`config.mk`:
```
export PLATFORM = sky130hd
export DESIGN_NAME = pipelined_control_unit
export DESIGN_NICKNAME = d
export VERILOG_FILES = /design/src/rtl/pipelined_control_unit.sv
export SDC_FILE = /design/constraint.sdc
export NUM_CORES = 1
export LEC_CHECK = 0
export CAP_MARGIN = 15
export CORE_ASPECT_RATIO = 2
export CORE_MARGIN = 2
export CORE_UTILIZATION = 55
export CTS_BUF_LIST = sky130_fd_sc_hd__clkbuf_8
export CTS_CLUSTER_DIAMETER = 60
export DETAILED_ROUTE_END_ITERATION = 12
export DONT_BUFFER_PORTS = 1
export PLACE_DENSITY = 0.82
export SYNTH_ARGS = -nofsm -noshare
export SYNTH_HDL_FRONTEND = slang
export SYNTH_SLANG_ARGS = --single-unit
```
`constraint.sdc`:
```
create_clock -name clk -period 2.28 [get_ports clk]
set_clock_uncertainty 0.05 [all_clocks]
set_input_delay 0.342 -clock clk [delete_from_list [all_inputs] [get_ports clk]]
set_output_delay 0.342 -clock clk [all_outputs]
set_load 0.05 [all_outputs]
```
`src/rtl/pipelined_control_unit.sv`:
```
// Pipelined control unit for the 5-stage RV32 core.
// Decode is combinational; the control bundle then rides the ID/EX, EX/MEM
// and MEM/WB registers. Branches and jumps resolve in Execute, and a taken
// one squashes the wrong-path instruction currently in Decode.
module pipelined_control_unit #(
  parameter bit ENABLE_M   = 1'b1,
  parameter bit ENABLE_CSR = 1'b1,
  parameter int ALU_CTRL_W = 5    // needs 5 bits when the M ops (16..23) exist
) (
  input  logic                  clk,
  input  logic                  rst,
  input  logic [6:0]            op_d,
  input  logic [2:0]            funct3_d,
  input  logic [6:0]            funct7_d,
  input  logic                  flush_e,
  input  logic                  zero_e,
  input  logic                  negative_e,
  input  logic                  borrow_e,
  output logic [2:0]            ImmSrc_d,
  output logic                  illegal_d,
  output logic [ALU_CTRL_W-1:0] ALU_control_e,
  output logic                  AluSrc_e,
  output logic                  Jalr_mux_sel_e,
  output logic                  PcSrc_e,
  output logic                  is_load_e,
  output logic                  Regwrite_m,
  output logic                  Memwrite_m,
  output logic [2:0]            funct3_m,
  output logic                  Regwrite_w,
  output logic [2:0]            ResultSrc_w,
  output logic                  csr_wre_w,
  output logic                  csr_rde_w,
  output logic                  is_mret_w,
  output logic                  illegal_w
);

  localparam logic [6:0] OPC_OP     = 7'b0110011;
  localparam logic [6:0] OPC_OP_IMM = 7'b0010011;
  localparam logic [6:0] OPC_LOAD   = 7'b0000011;
  localparam logic [6:0] OPC_STORE  = 7'b0100011;
  localparam logic [6:0] OPC_BRANCH = 7'b1100011;
  localparam logic [6:0] OPC_JAL    = 7'b1101111;
  localparam logic [6:0] OPC_JALR   = 7'b1100111;
  localparam logic [6:0] OPC_LUI    = 7'b0110111;
  localparam logic [6:0] OPC_AUIPC  = 7'b0010111;
  localparam logic [6:0] OPC_SYSTEM = 7'b1110011;

  localparam logic [ALU_CTRL_W-1:0] ALU_ADD   = ALU_CTRL_W'(0);
  localparam logic [ALU_CTRL_W-1:0] ALU_SUB   = ALU_CTRL_W'(1);
  localparam logic [ALU_CTRL_W-1:0] ALU_AND   = ALU_CTRL_W'(2);
  localparam logic [ALU_CTRL_W-1:0] ALU_OR    = ALU_CTRL_W'(3);
  localparam logic [ALU_CTRL_W-1:0] ALU_XOR   = ALU_CTRL_W'(4);
  localparam logic [ALU_CTRL_W-1:0] ALU_SLT   = ALU_CTRL_W'(5);
  localparam logic [ALU_CTRL_W-1:0] ALU_SLTU  = ALU_CTRL_W'(6);
  localparam logic [ALU_CTRL_W-1:0] ALU_SLL   = ALU_CTRL_W'(7);
  localparam logic [ALU_CTRL_W-1:0] ALU_SRL   = ALU_CTRL_W'(8);
  localparam logic [ALU_CTRL_W-1:0] ALU_SRA   = ALU_CTRL_W'(9);
  localparam logic [ALU_CTRL_W-1:0] ALU_PASSB = ALU_CTRL_W'(10);

  typedef struct packed {
    logic                  regwrite;
    logic                  memwrite;
    logic [2:0]            result_src;
    logic                  alu_src;
    logic [ALU_CTRL_W-1:0] alu_ctrl;
    logic                  jalr_sel;
    logic                  branch;
    logic                  jump;
    logic [2:0]            funct3;
    logic                  csr_wre;
    logic                  csr_rde;
    logic                  is_mret;
    logic                  illegal;
    logic                  is_load;
  } ctrl_t;

  // ALU_ADD is code 0, so the all-zero bundle is exactly the bubble.
  localparam ctrl_t BUBBLE = '0;

  ctrl_t dec_d;
  logic  dec_bad;
  ctrl_t id_ex_reg;
  logic  br_cond;

  // Register/immediate ALU op from funct3; alt selects SRA over SRL.
  function automatic logic [ALU_CTRL_W-1:0] alu_rr(input logic [2:0] f3, input logic alt);
    logic [ALU_CTRL_W-1:0] code;
    case (f3)
      3'b000:  code = ALU_ADD;
      3'b001:  code = ALU_SLL;
      3'b010:  code = ALU_SLT;
      3'b011:  code = ALU_SLTU;
      3'b100:  code = ALU_XOR;
      3'b101:  code = alt ? ALU_SRA : ALU_SRL;
      3'b110:  code = ALU_OR;
      default: code = ALU_AND;
    endcase
    return code;
  endfunction

  // Immediate format selection depends on the opcode alone.
  always_comb begin
    ImmSrc_d = 3'b000;
    case (op_d)
      OPC_STORE:           ImmSrc_d = 3'b001;
      OPC_BRANCH:          ImmSrc_d = 3'b010;
      OPC_JAL:             ImmSrc_d = 3'b011;
      OPC_LUI, OPC_AUIPC:  ImmSrc_d = 3'b100;
      default:             ImmSrc_d = 3'b000;
    endcase
  end

  // Main decode; any unsupported encoding collapses to a bubble flagged illegal.
  always_comb begin
    dec_d   = BUBBLE;
    dec_bad = 1'b0;
    case (op_d)
      OPC_OP: begin
        dec_d.regwrite = 1'b1;
        if (funct7_d == 7'b0000000)
          dec_d.alu_ctrl = alu_rr(funct3_d, 1'b0);
        else if (funct7_d == 7'b0100000 && funct3_d == 3'b000)
          dec_d.alu_ctrl = ALU_SUB;
        else if (funct7_d == 7'b0100000 && funct3_d == 3'b101)
          dec_d.alu_ctrl = ALU_SRA;
        else if (ENABLE_M && funct7_d == 7'b0000001)
          dec_d.alu_ctrl = ALU_CTRL_W'({2'b10, funct3_d});
        else
          dec_bad = 1'b1;
      end
      OPC_OP_IMM: begin
        dec_d.regwrite = 1'b1;
        dec_d.alu_src  = 1'b1;
        dec_d.alu_ctrl = alu_rr(funct3_d, funct7_d[5]);
      end
      OPC_LOAD: begin
        dec_d.regwrite   = 1'b1;
        dec_d.result_src = 3'b001;
        dec_d.alu_src    = 1'b1;
        dec_d.is_load    = 1'b1;
        dec_bad          = (funct3_d == 3'b011) || (funct3_d[2:1] == 2'b11);
      end
      OPC_STORE: begin
        dec_d.memwrite = 1'b1;
        dec_d.alu_src  = 1'b1;
        dec_bad        = funct3_d[2] || (funct3_d[1:0] == 2'b11);
      end
      OPC_BRANCH: begin
        dec_d.branch   = 1'b1;
        dec_d.alu_ctrl = ALU_SUB;
        dec_bad        = (funct3_d[2:1] == 2'b01);
      end
      OPC_JAL: begin
        dec_d.jump       = 1'b1;
        dec_d.regwrite   = 1'b1;
        dec_d.result_src = 3'b010;
      end
      OPC_JALR: begin
        dec_d.jump       = 1'b1;
        dec_d.jalr_sel   = 1'b1;
        dec_d.regwrite   = 1'b1;
        dec_d.result_src = 3'b010;
        dec_d.alu_src    = 1'b1;
        dec_bad          = (funct3_d != 3'b000);
      end
      OPC_LUI: begin
        dec_d.regwrite = 1'b1;
        dec_d.alu_src  = 1'b1;
        dec_d.alu_ctrl = ALU_PASSB;
      end
      OPC_AUIPC: begin
        dec_d.regwrite = 1'b1;
        dec_d.alu_src  = 1'b1;
      end
      OPC_SYSTEM: begin
        if (!ENABLE_CSR)
          dec_bad = 1'b1;
        else if (funct3_d == 3'b000) begin
          if (funct7_d == 7'b0011000) dec_d.is_mret = 1'b1;
          else                        dec_bad       = 1'b1;
        end else if (funct3_d == 3'b100)
          dec_bad = 1'b1;
        else begin
          // rs1/uimm is not visible here, so the CSR file gates the write.
          dec_d.regwrite   = 1'b1;
          dec_d.result_src = 3'b100;
          dec_d.csr_rde    = 1'b1;
          dec_d.csr_wre    = 1'b1;
        end
      end
      default: dec_bad = 1'b1;
    endcase
    if (dec_bad) begin
      dec_d         = BUBBLE;
      dec_d.illegal = 1'b1;
    end else begin
      dec_d.funct3 = funct3_d;
    end
  end

  assign illegal_d = dec_d.illegal;

  // ID/EX: a flush or a taken redirect replaces the wrong-path instruction with a bubble.
  always_ff @(posedge clk or negedge rst) begin
    if (!rst)                   id_ex_reg <= BUBBLE;
    else if (flush_e || PcSrc_e) id_ex_reg <= BUBBLE;
    else                        id_ex_reg <= dec_d;
  end

  assign ALU_control_e  = id_ex_reg.alu_ctrl;
  assign AluSrc_e       = id_ex_reg.alu_src;
  assign Jalr_mux_sel_e = id_ex_reg.jalr_sel;
  assign is_load_e      = id_ex_reg.is_load;

  // Branch condition from the ALU flags of the compare done in Execute.
  always_comb begin
    br_cond = 1'b0;
    case (id_ex_reg.funct3)
      3'b000:  br_cond = zero_e;
      3'b001:  br_cond = !zero_e;
      3'b100:  br_cond = negative_e;
      3'b101:  br_cond = !negative_e;
      3'b110:  br_cond = borrow_e;
      3'b111:  br_cond = !borrow_e;
      default: br_cond = 1'b0;
    endcase
    PcSrc_e = id_ex_reg.jump | (id_ex_reg.branch & br_cond);
  end

  // EX/MEM: always advances.
  always_ff @(posedge clk or negedge rst) begin
    if (!rst) begin
      Regwrite_m <= 1'b0;
      Memwrite_m <= 1'b0;
      funct3_m   <= 3'b000;
    end else begin
      Regwrite_m <= id_ex_reg.regwrite;
      Memwrite_m <= id_ex_reg.memwrite;
      funct3_m   <= id_ex_reg.funct3;
    end
  end

  // Writeback-only fields travel through EX/MEM here so Writeback sees them one cycle later.
  logic [2:0] result_src_m;
  logic       csr_wre_m, csr_rde_m, is_mret_m, illegal_m;

  // EX/MEM side-band fields consumed only in Writeback.
  always_ff @(posedge clk or negedge rst) begin
    if (!rst) begin
      result_src_m <= 3'b000;
      csr_wre_m    <= 1'b0;
      csr_rde_m    <= 1'b0;
      is_mret_m    <= 1'b0;
      illegal_m    <= 1'b0;
    end else begin
      result_src_m <= id_ex_reg.result_src;
      csr_wre_m    <= id_ex_reg.csr_wre;
      csr_rde_m    <= id_ex_reg.csr_rde;
      is_mret_m    <= id_ex_reg.is_mret;
      illegal_m    <= id_ex_reg.illegal;
    end
  end

  // MEM/WB: always advances.
  always_ff @(posedge clk or negedge rst) begin
    if (!rst) begin
      Regwrite_w  <= 1'b0;
      ResultSrc_w <= 3'b000;
      csr_wre_w   <= 1'b0;
      csr_rde_w   <= 1'b0;
      is_mret_w   <= 1'b0;
      illegal_w   <= 1'b0;
    end else begin
      Regwrite_w  <= Regwrite_m;
      ResultSrc_w <= result_src_m;
      csr_wre_w   <= csr_wre_m;
      csr_rde_w   <= csr_rde_m;
      is_mret_w   <= is_mret_m;
      illegal_w   <= illegal_m;
    end
  end

endmodule

```
==> flow_metrics.tcl <==
set metrics [dict create \
    largest_reg_flops 12 \
    wirelength_um 3300 \
    nNetsFinal 185 \
    postLayoutCellArea_sq_um 1850 \
    slew_headroom_pct 67.1 \
    p_leak_nw 0.800 \
    grt_pass1_vias 1227 \
    end_kind "output port" \
    hp-class "input pin to flip-flop" \
    yosysWarnings 0 \
    async_flop_share_pct 100 \
    antenna_found_initial 0 \
    drive_gt1_share_pct 17.4 \
    worstSetupPathType "input pin to output port" \
    cp.arrival_ns 1.71 \
    cts_root_buffer "clkbuf_8" \
    path_clk_slew_ns 0.06 \
    fin_crit_sh_pct 92.1 \
    coreArea_sq_um 2980 \
    io_buffers 0 \
    wl_per_cell_um 17.3 \
    synthFlopType "dfrtp_1" \
    r2r_cells 6 \
    die_y_um 83.5 \
    status "finished clean" \
    placed_cells 183 \
    vias 1290 \
    syn_to_final_growth_pct 6.55 \
    grt_usage_pct 20.1 \
    utilization_pct 62.2 \
    top_usage_layer "met2" \
    grt_start_max_net_pins 39 \
    final_common_cell "dfrtp_1" \
    critPathMaxFanout 3 \
    hold-path-cell-count 1 \
    row_count 28 \
    boundaryPins 49 \
    dieWidth_um 43.8 \
    final_cell_mix "dfrtp_1 (38), nor2_1 (15), o21ai_0 (9), nand2_1 (8), nor3_1 (7)" \
    cts_buffers 5 \
    synth_edf_count 0 \
    slew_viol_final 0 \
    yosys-top-cells-area "dfrtp_1 (55%), nor2_1 (3.2%), buf_4 (3.0%)" \
    path_cells "nor4_4, nand4_1, a221oi_2, nand3_1, buf_4" \
    synth_area_sq_um 1740 \
    slowest_delay_ns 0.43 \
    finalSetupViolations 0 \
    post_cts_resized 0 \
    fmax_ghz 0.476 \
    syn_avg_cell_area_sq_um 10.7 \
    drv_cap 0 \
    finalHoldViolCount 0 \
    post_cts_buffers 0 \
    crit_path_start_kind "input pin" \
    synth_cell_type_count 53 \
    ys_ff_latch 38 \
    irDropWorstVdd_uv 315 \
    ant_nets 0 \
    dr.pass1.iters 4 \
    tightest_slew_ns 0.495 \
    gp_congestion 0.901 \
    final.min_clock_period_ns 2.10 \
    grt-ovfl-total 0 \
    postSynthCellCount 162 \
    seq_area_frac_synth_pct 54.7 \
    clock_sinks 38 \
    fin_cells 191 \
    cp.required_ns 1.89 \
    drt_iter0_drc 55 \
    crit_slowest_cell "a221oi_2" \
    vias_per_cell 6.75 \
    use_met3_pct 6.71 \
    netlist.area_leader.share_pct 54.7 \
    yosysTopAreaCell "dfrtp_1" \
    cts_tree "done" \
    num_antenna_cells 0 \
    grt_use_met1_pct 19.3 \
    grt_util_met2_pct 31.8 \
    start_util_pct 58.4 \
    clockBufferDepth 2 \
    synth_nets 185 \
    hold_buffers 2 \
    route.detailed.drc 0 \
    placed_area_sq_um 1740 \
    grt_pass1_wl_um 5400 \
    dp_hpwl_um 2470 \
    p_per_area_nw_per_um2 649 \
    rsz0062_at_grt "no" \
    die-area_sq_um 3650 \
    htree_levels 2 \
    worstSkewPairLatency_ns 0.28 \
]
synth_stat cells (3+ instances only):
master / number
nor3_1: 7
nand2_1: 8
o21ai_0: 9
buf_4: 7
clkbuf_1: 4
nor2_2: 3
nor2_1: 15
nand3_1: 5
nor2b_1: 3
a21oi_1: 3
dfrtp_1: 38
a211oi_1: 3
nand4_1: 6
inv_1: 6
worst max-delay path, delay by kind of cell:
family / cells / cell delay (ns)
compound gates: 1 / 0.43
buf+inv: 1 / 0.22
simple gates: 3 / 0.71
where the power goes:
group / switching, mW / internal, mW / leakage (nW)
logic: 0.0547 / 0.0346 / 0.232
registers: 0.00970 / 0.680 / 0.524
clock network: 0.190 / 0.232 / 0.0431
layout make-up:
cell class                 instances  area [sq um]
clock buffer                       6          82.6
fill                             229          1130
inverter                           6          22.5
multi-input combinational        103           683
sequential                        38           951
tap                               30          37.5
timing repair buffer               8          75.1
metrics by stage:
step	power (mW)	hold slack [ns]	worst slack, ns	setup TNS [ns]
2_1_floorplan	0.775	-0.00359	-0.0973	-0.0973
3_3_place_gp	0.771	-0.00282	0.287	0
3_5_place_dp	0.773	-0.00285	0.177	0
4_1_cts	1.22	0.0699	0.212	0
5_1_grt	1.26	0.0706	0.0671	0
6_report	1.20	0.0823	0.180	0
worst paths after layout:
kind                                 start               end  slack (ns)
setup / recovery               funct7_d[1]         illegal_d        0.18
min in group asynchronous              rst       funct3_m[1]        0.46
hold reg to reg            result_src_m[1]    ResultSrc_w[1]        0.30
hold / removal                     op_d[5]         is_load_e        0.08
max in group asynchronous              rst  ALU_control_e[3]        1.54
setup reg to reg              id_ex_reg[5]      id_ex_reg[9]        0.25
logic make-up (layout without fill, tap and decap cells):
| logic type | after synthesis | after routing | share of synthesized area [%] |
|---|---|---|---|
| multiplexers | 1 | 1 | 0.576 |
| flip-flops | 38 | 38 | 54.7 |
| AO/OA/AOI/OAI | 33 | 33 | 13.8 |
| AND/OR/NAND/NOR | 66 | 66 | 22.8 |
| buffers and inverters | 21 | 20 | 6.62 |
| XOR/XNOR | 3 | 3 | 1.51 |
metal layers:
metal  wire length, um  vias to the layer above  share of wire (%)
met1              1030                      612                 31
li1                  -                      571                  -
met4               174                        0                5.3
met3               330                       21                 10
met5                 0                        -                  0
met2              1760                       86                 53
Note: power is estimated with default switching activity, not from simulation.
